## src/rtl/alu_seq_if.sv

```systemverilog
// Operand/result handshake bundle for alu_seq.
// The upstream stage drives the master side; alu_seq is the slave.
interface alu_seq_if #(
    parameter int WIDTH = 16
);
    logic             in_valid;
    logic             in_ready;
    logic [WIDTH-1:0] ain;
    logic [WIDTH-1:0] bin;
    logic [2:0]       op;
    logic             out_valid;
    logic             out_ready;
    logic [WIDTH-1:0] out;
    logic [3:0]       status;

    modport master (
        output in_valid, ain, bin, op, out_ready,
        input  in_ready, out_valid, out, status
    );

    modport slave (
        input  in_valid, ain, bin, op, out_ready,
        output in_ready, out_valid, out, status
    );
endinterface

```

## src/rtl/alu_seq.sv

```systemverilog
// Registered ALU with valid/ready handshake and {V,C,N,Z} status.
// ALU_SEQ_MUL_EN builds the iterative multiplier for op 111; otherwise op 111 acts as MOVA.
module alu_seq #(
    parameter int WIDTH = 16
) (
    input logic       clk,
    input logic       reset_n,
    alu_seq_if.slave  alu
);
    localparam int CNT_W = $clog2(WIDTH) + 1;

`ifdef ALU_SEQ_MUL_EN
    typedef enum logic [1:0] {StIdle, StMul, StDone} state_e;
`else
    typedef enum logic [1:0] {StIdle, StDone} state_e;
`endif

    state_e           r_state;
    state_e           w_state_next;
    logic             w_in_ready;
    logic             w_out_valid;
    logic             w_accept;
    logic             w_is_mul;
    logic [WIDTH-1:0] r_out;
    logic [3:0]       r_status;

    logic [WIDTH-1:0] w_res;
    logic             w_c;
    logic             w_v;
    logic [WIDTH:0]   w_wide;
    logic [CNT_W-1:0] w_shamt;

    always_comb begin
        w_res   = '0;
        w_c     = 1'b0;
        w_v     = 1'b0;
        w_wide  = '0;
        w_shamt = alu.bin[CNT_W-1:0];
        case (alu.op)
            3'b000: begin
                w_wide = {1'b0, alu.ain} + {1'b0, alu.bin};
                w_res  = w_wide[WIDTH-1:0];
                w_c    = w_wide[WIDTH];
                w_v    = (alu.ain[WIDTH-1] == alu.bin[WIDTH-1]) &&
                         (w_res[WIDTH-1] != alu.ain[WIDTH-1]);
            end
            3'b001: begin
                // Carry out of ain + ~bin + 1 is the inverted borrow
                w_wide = {1'b0, alu.ain} + {1'b0, ~alu.bin} + {{WIDTH{1'b0}}, 1'b1};
                w_res  = w_wide[WIDTH-1:0];
                w_c    = w_wide[WIDTH];
                w_v    = (alu.ain[WIDTH-1] != alu.bin[WIDTH-1]) &&
                         (w_res[WIDTH-1] != alu.ain[WIDTH-1]);
            end
            3'b010: w_res = alu.ain & alu.bin;
            3'b011: w_res = alu.ain;
            3'b100: w_res = alu.ain | alu.bin;
            3'b101: w_res = alu.ain ^ alu.bin;
            3'b110: begin
                if (int'(w_shamt) < WIDTH) begin
                    w_wide = {1'b0, alu.ain} << w_shamt;
                    w_res  = w_wide[WIDTH-1:0];
                    w_c    = w_wide[WIDTH];
                end
            end
            default: w_res = alu.ain;
        endcase
    end

`ifdef ALU_SEQ_MUL_EN
    logic [2*WIDTH-1:0] r_mcand;
    logic [WIDTH-1:0]   r_mplier;
    logic [2*WIDTH-1:0] r_acc;
    logic [CNT_W-1:0]   r_cnt;
    logic [2*WIDTH-1:0] w_acc_next;
    logic               w_mul_last;

    assign w_is_mul   = (alu.op == 3'b111);
    assign w_acc_next = r_mplier[0] ? (r_acc + r_mcand) : r_acc;
    assign w_mul_last = (r_cnt == CNT_W'(WIDTH - 1));
`else
    assign w_is_mul = 1'b0;
`endif

    always_ff @(posedge clk) begin
        if (!reset_n) begin
            r_state <= StIdle;
        end else begin
            r_state <= w_state_next;
        end
    end

    always_comb begin
        w_state_next = r_state;
        w_in_ready   = 1'b0;
        w_out_valid  = 1'b0;
        case (r_state)
            StIdle: begin
                w_in_ready = 1'b1;
                if (alu.in_valid) begin
`ifdef ALU_SEQ_MUL_EN
                    w_state_next = w_is_mul ? StMul : StDone;
`else
                    w_state_next = StDone;
`endif
                end
            end
`ifdef ALU_SEQ_MUL_EN
            StMul: begin
                if (w_mul_last) begin
                    w_state_next = StDone;
                end
            end
`endif
            StDone: begin
                w_out_valid = 1'b1;
                w_in_ready  = alu.out_ready;
                if (alu.out_ready) begin
                    if (alu.in_valid) begin
`ifdef ALU_SEQ_MUL_EN
                        w_state_next = w_is_mul ? StMul : StDone;
`else
                        w_state_next = StDone;
`endif
                    end else begin
                        w_state_next = StIdle;
                    end
                end
            end
            default: w_state_next = StIdle;
        endcase
    end

    assign w_accept = alu.in_valid && w_in_ready;

    always_ff @(posedge clk) begin
        if (!reset_n) begin
            r_out    <= '0;
            r_status <= 4'b0001;
`ifdef ALU_SEQ_MUL_EN
            r_mcand  <= '0;
            r_mplier <= '0;
            r_acc    <= '0;
            r_cnt    <= '0;
`endif
        end else if (w_accept && !w_is_mul) begin
            r_out    <= w_res;
            r_status <= {w_v, w_c, w_res[WIDTH-1], (w_res == '0)};
`ifdef ALU_SEQ_MUL_EN
        end else if (w_accept) begin
            r_mcand  <= {{WIDTH{1'b0}}, alu.ain};
            r_mplier <= alu.bin;
            r_acc    <= '0;
            r_cnt    <= '0;
        end else if (r_state == StMul) begin
            r_acc    <= w_acc_next;
            r_mcand  <= r_mcand << 1;
            r_mplier <= r_mplier >> 1;
            r_cnt    <= r_cnt + 1'b1;
            // Last iteration commits the accumulator including this cycle's partial product
            if (w_mul_last) begin
                r_out    <= w_acc_next[WIDTH-1:0];
                r_status <= {1'b0, |w_acc_next[2*WIDTH-1:WIDTH], w_acc_next[WIDTH-1],
                             (w_acc_next[WIDTH-1:0] == '0)};
            end
`endif
        end
    end

    assign alu.in_ready  = w_in_ready;
    assign alu.out_valid = w_out_valid;
    assign alu.out       = r_out;
    assign alu.status    = r_status;
endmodule

```

## src/flat_wrapper.sv

```systemverilog
// flat-port wrapper written by rule: the top's interface ports become plain ports
module alu_seq_flat 
#(
    parameter int WIDTH = 16
)
  (clk, reset_n, alu_in_valid, alu_ain, alu_bin, alu_op, alu_out_ready, alu_in_ready, alu_out_valid, alu_out, alu_status);
  alu_seq_if #(.WIDTH(WIDTH)) alu_i ();
  input logic clk;
  input logic reset_n;
  input wire logic [$bits(alu_i.in_valid)-1:0] alu_in_valid;
  input wire logic [$bits(alu_i.ain)-1:0] alu_ain;
  input wire logic [$bits(alu_i.bin)-1:0] alu_bin;
  input wire logic [$bits(alu_i.op)-1:0] alu_op;
  input wire logic [$bits(alu_i.out_ready)-1:0] alu_out_ready;
  output wire logic [$bits(alu_i.in_ready)-1:0] alu_in_ready;
  output wire logic [$bits(alu_i.out_valid)-1:0] alu_out_valid;
  output wire logic [$bits(alu_i.out)-1:0] alu_out;
  output wire logic [$bits(alu_i.status)-1:0] alu_status;
  assign alu_i.in_valid = alu_in_valid;
  assign alu_i.ain = alu_ain;
  assign alu_i.bin = alu_bin;
  assign alu_i.op = alu_op;
  assign alu_i.out_ready = alu_out_ready;
  assign alu_in_ready = alu_i.in_ready;
  assign alu_out_valid = alu_i.out_valid;
  assign alu_out = alu_i.out;
  assign alu_status = alu_i.status;
  alu_seq #(.WIDTH(WIDTH)) u_core (.clk(clk), .reset_n(reset_n), .alu(alu_i));
endmodule
```

## config.mk

```make
export PLATFORM = sky130hd
export DESIGN_NAME = alu_seq_flat
export DESIGN_NICKNAME = d
export VERILOG_FILES = /design/src/rtl/alu_seq_if.sv /design/src/rtl/alu_seq.sv /design/src/flat_wrapper.sv
export SDC_FILE = /design/constraint.sdc
export NUM_CORES = 1
export LEC_CHECK = 0
export BUFFER_PORTS_ARGS = -buffer_cell sky130_fd_sc_hd__buf_4
export CAP_MARGIN = 5
export CORE_MARGIN = 8
export CORE_UTILIZATION = 64
export DETAILED_ROUTE_END_ITERATION = 8
export GPL_ROUTABILITY_DRIVEN = 1
export GPL_TIMING_DRIVEN = 0
export PLACE_DENSITY = 0.89
export SYNTH_ARGS = -nofsm -noshare
export SYNTH_HDL_FRONTEND = slang
export SYNTH_SLANG_ARGS = --single-unit
```

## constraint.sdc

```tcl
create_clock -name clk -period 8.09 [get_ports clk]
set_input_delay 0 -clock clk [delete_from_list [all_inputs] [get_ports clk]]
set_output_delay 0 -clock clk [all_outputs]
set_load 0.01 [all_outputs]
```

# Word-level counts from Yosys, hierarchy flattened

Index checks and enable logic that the tools add are counted.

Magnitude comparators: 1
Equal/unequal tests: 12
Add/subtract/negate cells: 3
Multiplexer cells: 11
Reduce and logical (&&, ||, !) cells: 7
Shift operators: 1
Bitwise operators: 4

Operators by type and width:

| operator                | count |
|---|---|
| $pmux W16 S6            | 1 |
| $add A16 B16 Y17        | 2 |
| $add A17 B1 Y17 const B | 1 |
| $shl A16 B5 Y17         | 1 |
| $and A16 B16 Y16        | 1 |
| $logic_not A16 Y1       | 1 |
| $mux W16                | 1 |
| $not A16 Y16            | 1 |
| $or A16 B16 Y16         | 1 |
| $xor A16 B16 Y16        | 1 |
| $eq A3 B3 Y1 const B    | 3 |
| $lt A5 B5 Y1 const B    | 1 |
| $mux W2                 | 2 |
| $ne A2 B2 Y1 const B    | 2 |
| $pmux W1 S2             | 2 |
| $pmux W2 S2             | 1 |
| $eq A3 B1 Y1 const B    | 1 |
| $eq A3 B2 Y1 const B    | 1 |
| $logic_and A1 B1 Y1     | 3 |
| $logic_not A3 Y1        | 1 |
| $mux W1                 | 3 |
| $ne A1 B1 Y1            | 3 |
| $pmux W1 S3             | 1 |
| $eq A2 B1 Y1 const B    | 1 |
| other kinds (3)         | 3 |

Logic and storage cells: 42
Flip-flop bits (word level): 22
Output and inout port bits: 22
Input port bits: 39

# Longest topological paths before layout

Depth after elaboration: 6
Depth in mapped cells: 13
Gate-level depth less buffers: 13

# Least setup slack after synthesis

OpenSTA, ideal clock, no wires.

Path type: input-to-reg
Start point: input port alu_bin[2]
End point: register u_core.r_status[0], in the netlist u_core.alu.status[0]
Setup slack: 5077 ps
Required time: 7994 ps
Setup time: 96 ps
Stages on the path: 13
Buffers on the path: 2
Arrival: 2918 ps
Cell sequence: buf_2 -> clkinv_1 -> ha_1 -> buf_4 -> o21ai_1 -> nor3_2 -> or3_1 -> a21oi_2 -> xor2_1 -> nor2_1 -> o32a_1 -> or4b_1 -> o41ai_2

Cells in the longest elaborated chain, start to end: 5

Ends and longest elaborated chain:

| what                   | RTL line           | RTL |
|---|---|---|
| start: declaration     | flat_wrapper.sv:12 | `input wire logic [$bits(alu_i.bin)-1:0] alu_bin;` |
| $not A16 Y16           | alu_seq.sv:49      | `w_wide = {1'b0, alu.ain} + {1'b0, ~alu.bin} + {{WIDTH{1'b0}}, 1'b1};` |
| $add A16 B16 Y17       | alu_seq.sv:49      |  |
| $add A17 B1 Y17        | alu_seq.sv:49      |  |
| $pmux W16 S6 *         | alu_seq.sv:39      | `case (alu.op)` |
| $logic_not A16 Y1 *    | alu_seq.sv:148     | `r_status <= {w_v, w_c, w_res[WIDTH-1], (w_res == '0)};` |
| end signal: assignment | alu_seq.sv:148     |  |
| end: declaration       | alu_seq.sv:25      | `logic [3:0] r_status;` |

Mark *: on every way between the ends. The rest lies on a longest branch, timed or not.
A chain may end at the register's enable or synchronous reset.

# Worst setup path after layout

Ends and elaborated chain as after synthesis.

==> impl_summary.md <==
Clock network
The number of levels the H-tree was split into is 1. CTS saw 20 sinks. Counting along the longest clock path gives a buffer depth of 2. The clock reaches the later pin of the worst-skew pair after 0.25 ns. The TritonCTS buffer count is 3. Clock-pin slew was measured on the worst setup and hold paths at 0.07 ns. The tree is rooted in a sky130_fd_sc_hd__clkbuf_8. The total of cells resized after clock tree synthesis is 0. The hold buffer count at CTS is 0. TritonCTS built the clock tree.

The post-CTS setup buffer count is 0.

Timing
The final worst clock skew is 0.0009455 ns. Derived from the worst setup path, the maximum achievable clock frequency is 259.3 MHz. The slew at the pin closest to its max-slew limit is 1.422 ns.

The final critical path takes up 47.68% of the cycle. In this run the tightest slew margin relative to its limit is 4.488%. The final critical path time including I/O delays and setup is 3.857 ns.

Setup violations remaining at the end of the flow were counted as 0. The count of final max-slew check failures is 0. Summed over all failing endpoints, the final setup total negative slack is 0 ns. Setup repair after global routing left no endpoint under its margin. The number of hold violations in the final report is 0.

Worst setup path
The arrival time at the worst endpoint is 4.02 ns. The cell at the slowest stage of the critical path is sky130_fd_sc_hd__o32ai_1. The critical path in this run is classified as primary input to flop. The required time at the endpoint of the critical path is 8.25 ns. The critical path goes through buf_4 -> buf_2 -> clkinv_1 -> ha_1 -> buf_4 -> a211oi_1 -> o211ai_1 -> nand4_1 -> a21o_1 -> a21oi_1 -> o32ai_1 -> nand4_1 -> or4b_1 -> o41ai_2. Along the worst path, the maximum fanout reaches 9. The kind of capture point of the worst setup path is a flop. The nature of the critical path startpoint is a primary input.

On the worst path, the slowest cell contributes a delay of 0.58 ns.

Yosys
The post-synthesis sequential area ratio is 9.544%. The flip-flop cell with the highest count after synthesis is sky130_fd_sc_hd__dfxtp_1. Yosys mapped a number of flops with a built-in enable equal to 0. The mean area per synthesized cell is 7.221 um2. The synthesized design contains 20 register bits. The share of async-settable or async-resettable flops after synthesis is 0%. The number of nets in the synthesized netlist is 672. Yosys printed 0 warnings.

Synthesis handed over a netlist of 581 instances. Yosys mapped the design onto 79 distinct sky130hd cell types. The synthesized netlist occupies a cell area of 4195 um2.

Drt
The final wirelength is 15,060 um. The met2 routed wirelength is 6689 um. The first-pass iteration count of the detailed router is 6. The count of nets left with antenna violations after detail routing is 0. The detailed router placed 4,972 vias in this run. The first routing iteration left 576 violations.

The top layer reached by signal wires is met4. In the final routing, the length of wire on met1 measures 5815 um. After detailed routing, the number of remaining DRC violations is 0. In the final routed layout, each cell accounts on average for 20.95 um. After detailed routing, the met3 layer carries 1851 um of wire. After detailed routing, the number of vias per cell comes to 6.915.

Floorplanning
The die is 96.97 um tall. The standard cell core area is 6350 um2. The die covers 9402 um2. Once the floorplan was initialized, standard cells occupied 66.07% of the core. The number of I/O pins is 61. The die is 96.97 um wide.

The floorplan has 29 rows.

Global route
Across every metal layer, demand over resource in global routing totals 30.17%. The first global-routing pass estimated 24,060 um of wire. Entering global routing, the biggest net connects 11 pins. The number of antenna violations at the first check in global routing is 0. Summed over all layers, the global routing overflow is 0.

The number of global-route vias before repair is 4,830.

Place
Once detailed placement completed, the half-perimeter wirelength came to 12,010 um. The congestion estimate from routability-driven global placement came to 1.024. Buffers placed on the I/O ports in this run total 58.

Final layout
Summing all flip-flop and latch instances after layout gives 400.4 um2. The final core utilization is 75.17%. Summing all multi-input logic gate instances after layout gives 3428 um2. The total number of nets in the final design is 735.

The number of diodes is 0. The post-route netlist has 16.98% of its cells at a drive strength greater than 1. The fill cell total of the finished layout is 521. Relative to the synthesized area, the layout overhead comes to 13.78%.

Pwr
The overall power is 0.4788 mW. The internal power of the cells totals 0.2595 mW. In this run the power spent charging and discharging nets is 0.2193 mW. The clock network accounts for 13.0% of the total power.

Combinational logic is responsible for 63.8% of the overall power. The power per cell area is 100.3 nW/um2. The switching share of power is 45.81%.

Summed over all cells, the static leakage comes to 2.122 nW. IR analysis of the VDD net gives a maximum drop of 0.0001307 V. The proportion of power drawn by flip-flops and latches is 23.2%.

Run
The count of maximum capacitance violations is 0.

Min path
The type of the worst min-delay path is primary input to flop.

Outcome
The run finished with clean final reports.
==> area by class of cell <==
cell class              count  area share (%)
clock buffers               3          0.8650
flip-flops and latches     20           8.388
multi-input cells         476           71.82
well taps                  77           2.018
inverters                  48           3.775
repair buffers             58           9.122
plain buffers              37           4.010
==> kinds of logic (layout without fill, tap and decap cells) <==
group / count (synthesis) / count (layout) / synth area share (%)
adder cells (fa/ha/maj): 52 / 52 / 15.87
flip-flops: 20 / 20 / 9.544
AND/OR/NAND/NOR: 187 / 187 / 21.35
XOR/XNOR: 10 / 10 / 2.088
AO/OA/AOI/OAI: 194 / 194 / 32.21
buffers and inverters: 85 / 146 / 8.858
multiplexers: 33 / 33 / 10.08
==> synth_stat cells (all sizes together), types with 4 or more instances <==
cell | n | area share, %
o22ai | 8 | 1.2
a31oi | 4 | 0.60
mux4 | 5 | 2.7
and2 | 6 | 0.89
dfxtp | 20 | 9.5
o32ai | 6 | 1.3
clkbuf | 17 | 1.5
nand2 | 46 | 4.1
nor4 | 6 | 0.89
o31ai | 9 | 1.6
nand2b | 9 | 1.4
mux2i | 20 | 5.1
xnor2 | 7 | 1.5
a211oi | 13 | 2.7
inv | 46 | 4.1
nand4 | 6 | 0.89
nor2 | 58 | 5.2
mux2 | 8 | 2.3
o21ai | 32 | 3.8
nor2b | 7 | 1.0
nor3 | 14 | 1.8
a211o | 4 | 0.83
buf | 20 | 3.0
or2 | 4 | 0.60
or3 | 7 | 1.0
a221oi | 7 | 1.6
a21o | 5 | 0.89
a21oi | 58 | 7.0
o221ai | 8 | 1.7
o211ai | 5 | 0.89
nand3 | 16 | 1.9
ha | 50 | 15
==> routing by layer <==
layer / up-vias / global-route usage, %
li1: 2264 / -
met1: 2241 / 36.23
met2: 384 / 49.17
met3: 83 / 8.037
met4: 0 / 13.25
met5: - / 0
==> power by group through the flow <==
stage / combinational (mW) / clock (mW) / sequential [mW]
after floorplan: 0.193 / 0 / 0.117
after global placement: 0.286 / 0 / 0.113
after detailed placement: 0.293 / 0 / 0.113
after CTS: 0.295 / 0.0626 / 0.111
after global routing: 0.328 / 0.0661 / 0.112
final: 0.305 / 0.0625 / 0.111
==> critical path, delay by kind of cell <==
family          cells  cell delay (ns)
compound gates      6             1.79
fa+ha+maj           1             0.41
buf+inv             4             0.86
simple gates        3             0.95
==> metrics by stage <==
| step | hold WS (ns) | setup slack, ns | area [um2] | cells |
|---|---|---|---|---|
| CTS | 0.004619 | 4.457 | 4773 | 719 |
| floorplan | 0.1295 | 5.077 | 4195 | 581 |
| global route | 0.01418 | 4.087 | 4773 | 719 |
| detailed placement | 0.2700 | 4.217 | 4732 | 716 |
| finish | 0.004501 | 4.233 | 4773 | 719 |
| global placement | 0.2523 | 4.265 | 4727 | 716 |
==> flip-flops by register name, indices dropped and copies added (netlist names) <==
register           flops
u_core.alu.out        15
u_core.alu.status      4
u_core.r_state         1
==> path summary, 6_finish.rpt <==
kind	slack, ns	start	endpoint	cells after the start
worst max-delay path	4.23	alu_bin[2]	u_core.alu.status[0]	14
worst min-delay path	0.005	alu_in_valid	u_core.r_state[0]	3
worst max register to register	5.69	u_core.r_state[0]	u_core.alu.status[0]	8
worst min register to register	0.46	u_core.alu.out[4]	u_core.alu.out[4]	2
==> layout by cell type, fill, tap and decap left out, types with 8 or more instances in the layout <==
master                     count
sky130_fd_sc_hd__clkbuf_1     17
sky130_fd_sc_hd__buf_2         9
sky130_fd_sc_hd__a21oi_1      57
sky130_fd_sc_hd__nand2b_1      8
sky130_fd_sc_hd__ha_1         50
sky130_fd_sc_hd__o21ai_0      30
sky130_fd_sc_hd__o221ai_1      8
sky130_fd_sc_hd__nor2_1       58
sky130_fd_sc_hd__o22ai_1       8
sky130_fd_sc_hd__nand3_1      16
sky130_fd_sc_hd__buf_4        63
sky130_fd_sc_hd__nor3_1       12
sky130_fd_sc_hd__a211oi_1     11
sky130_fd_sc_hd__mux2i_1      19
sky130_fd_sc_hd__o31ai_1       9
sky130_fd_sc_hd__nand2_1      46
sky130_fd_sc_hd__inv_1        43
sky130_fd_sc_hd__dfxtp_1      20
(Power assumes the default switching activity.)
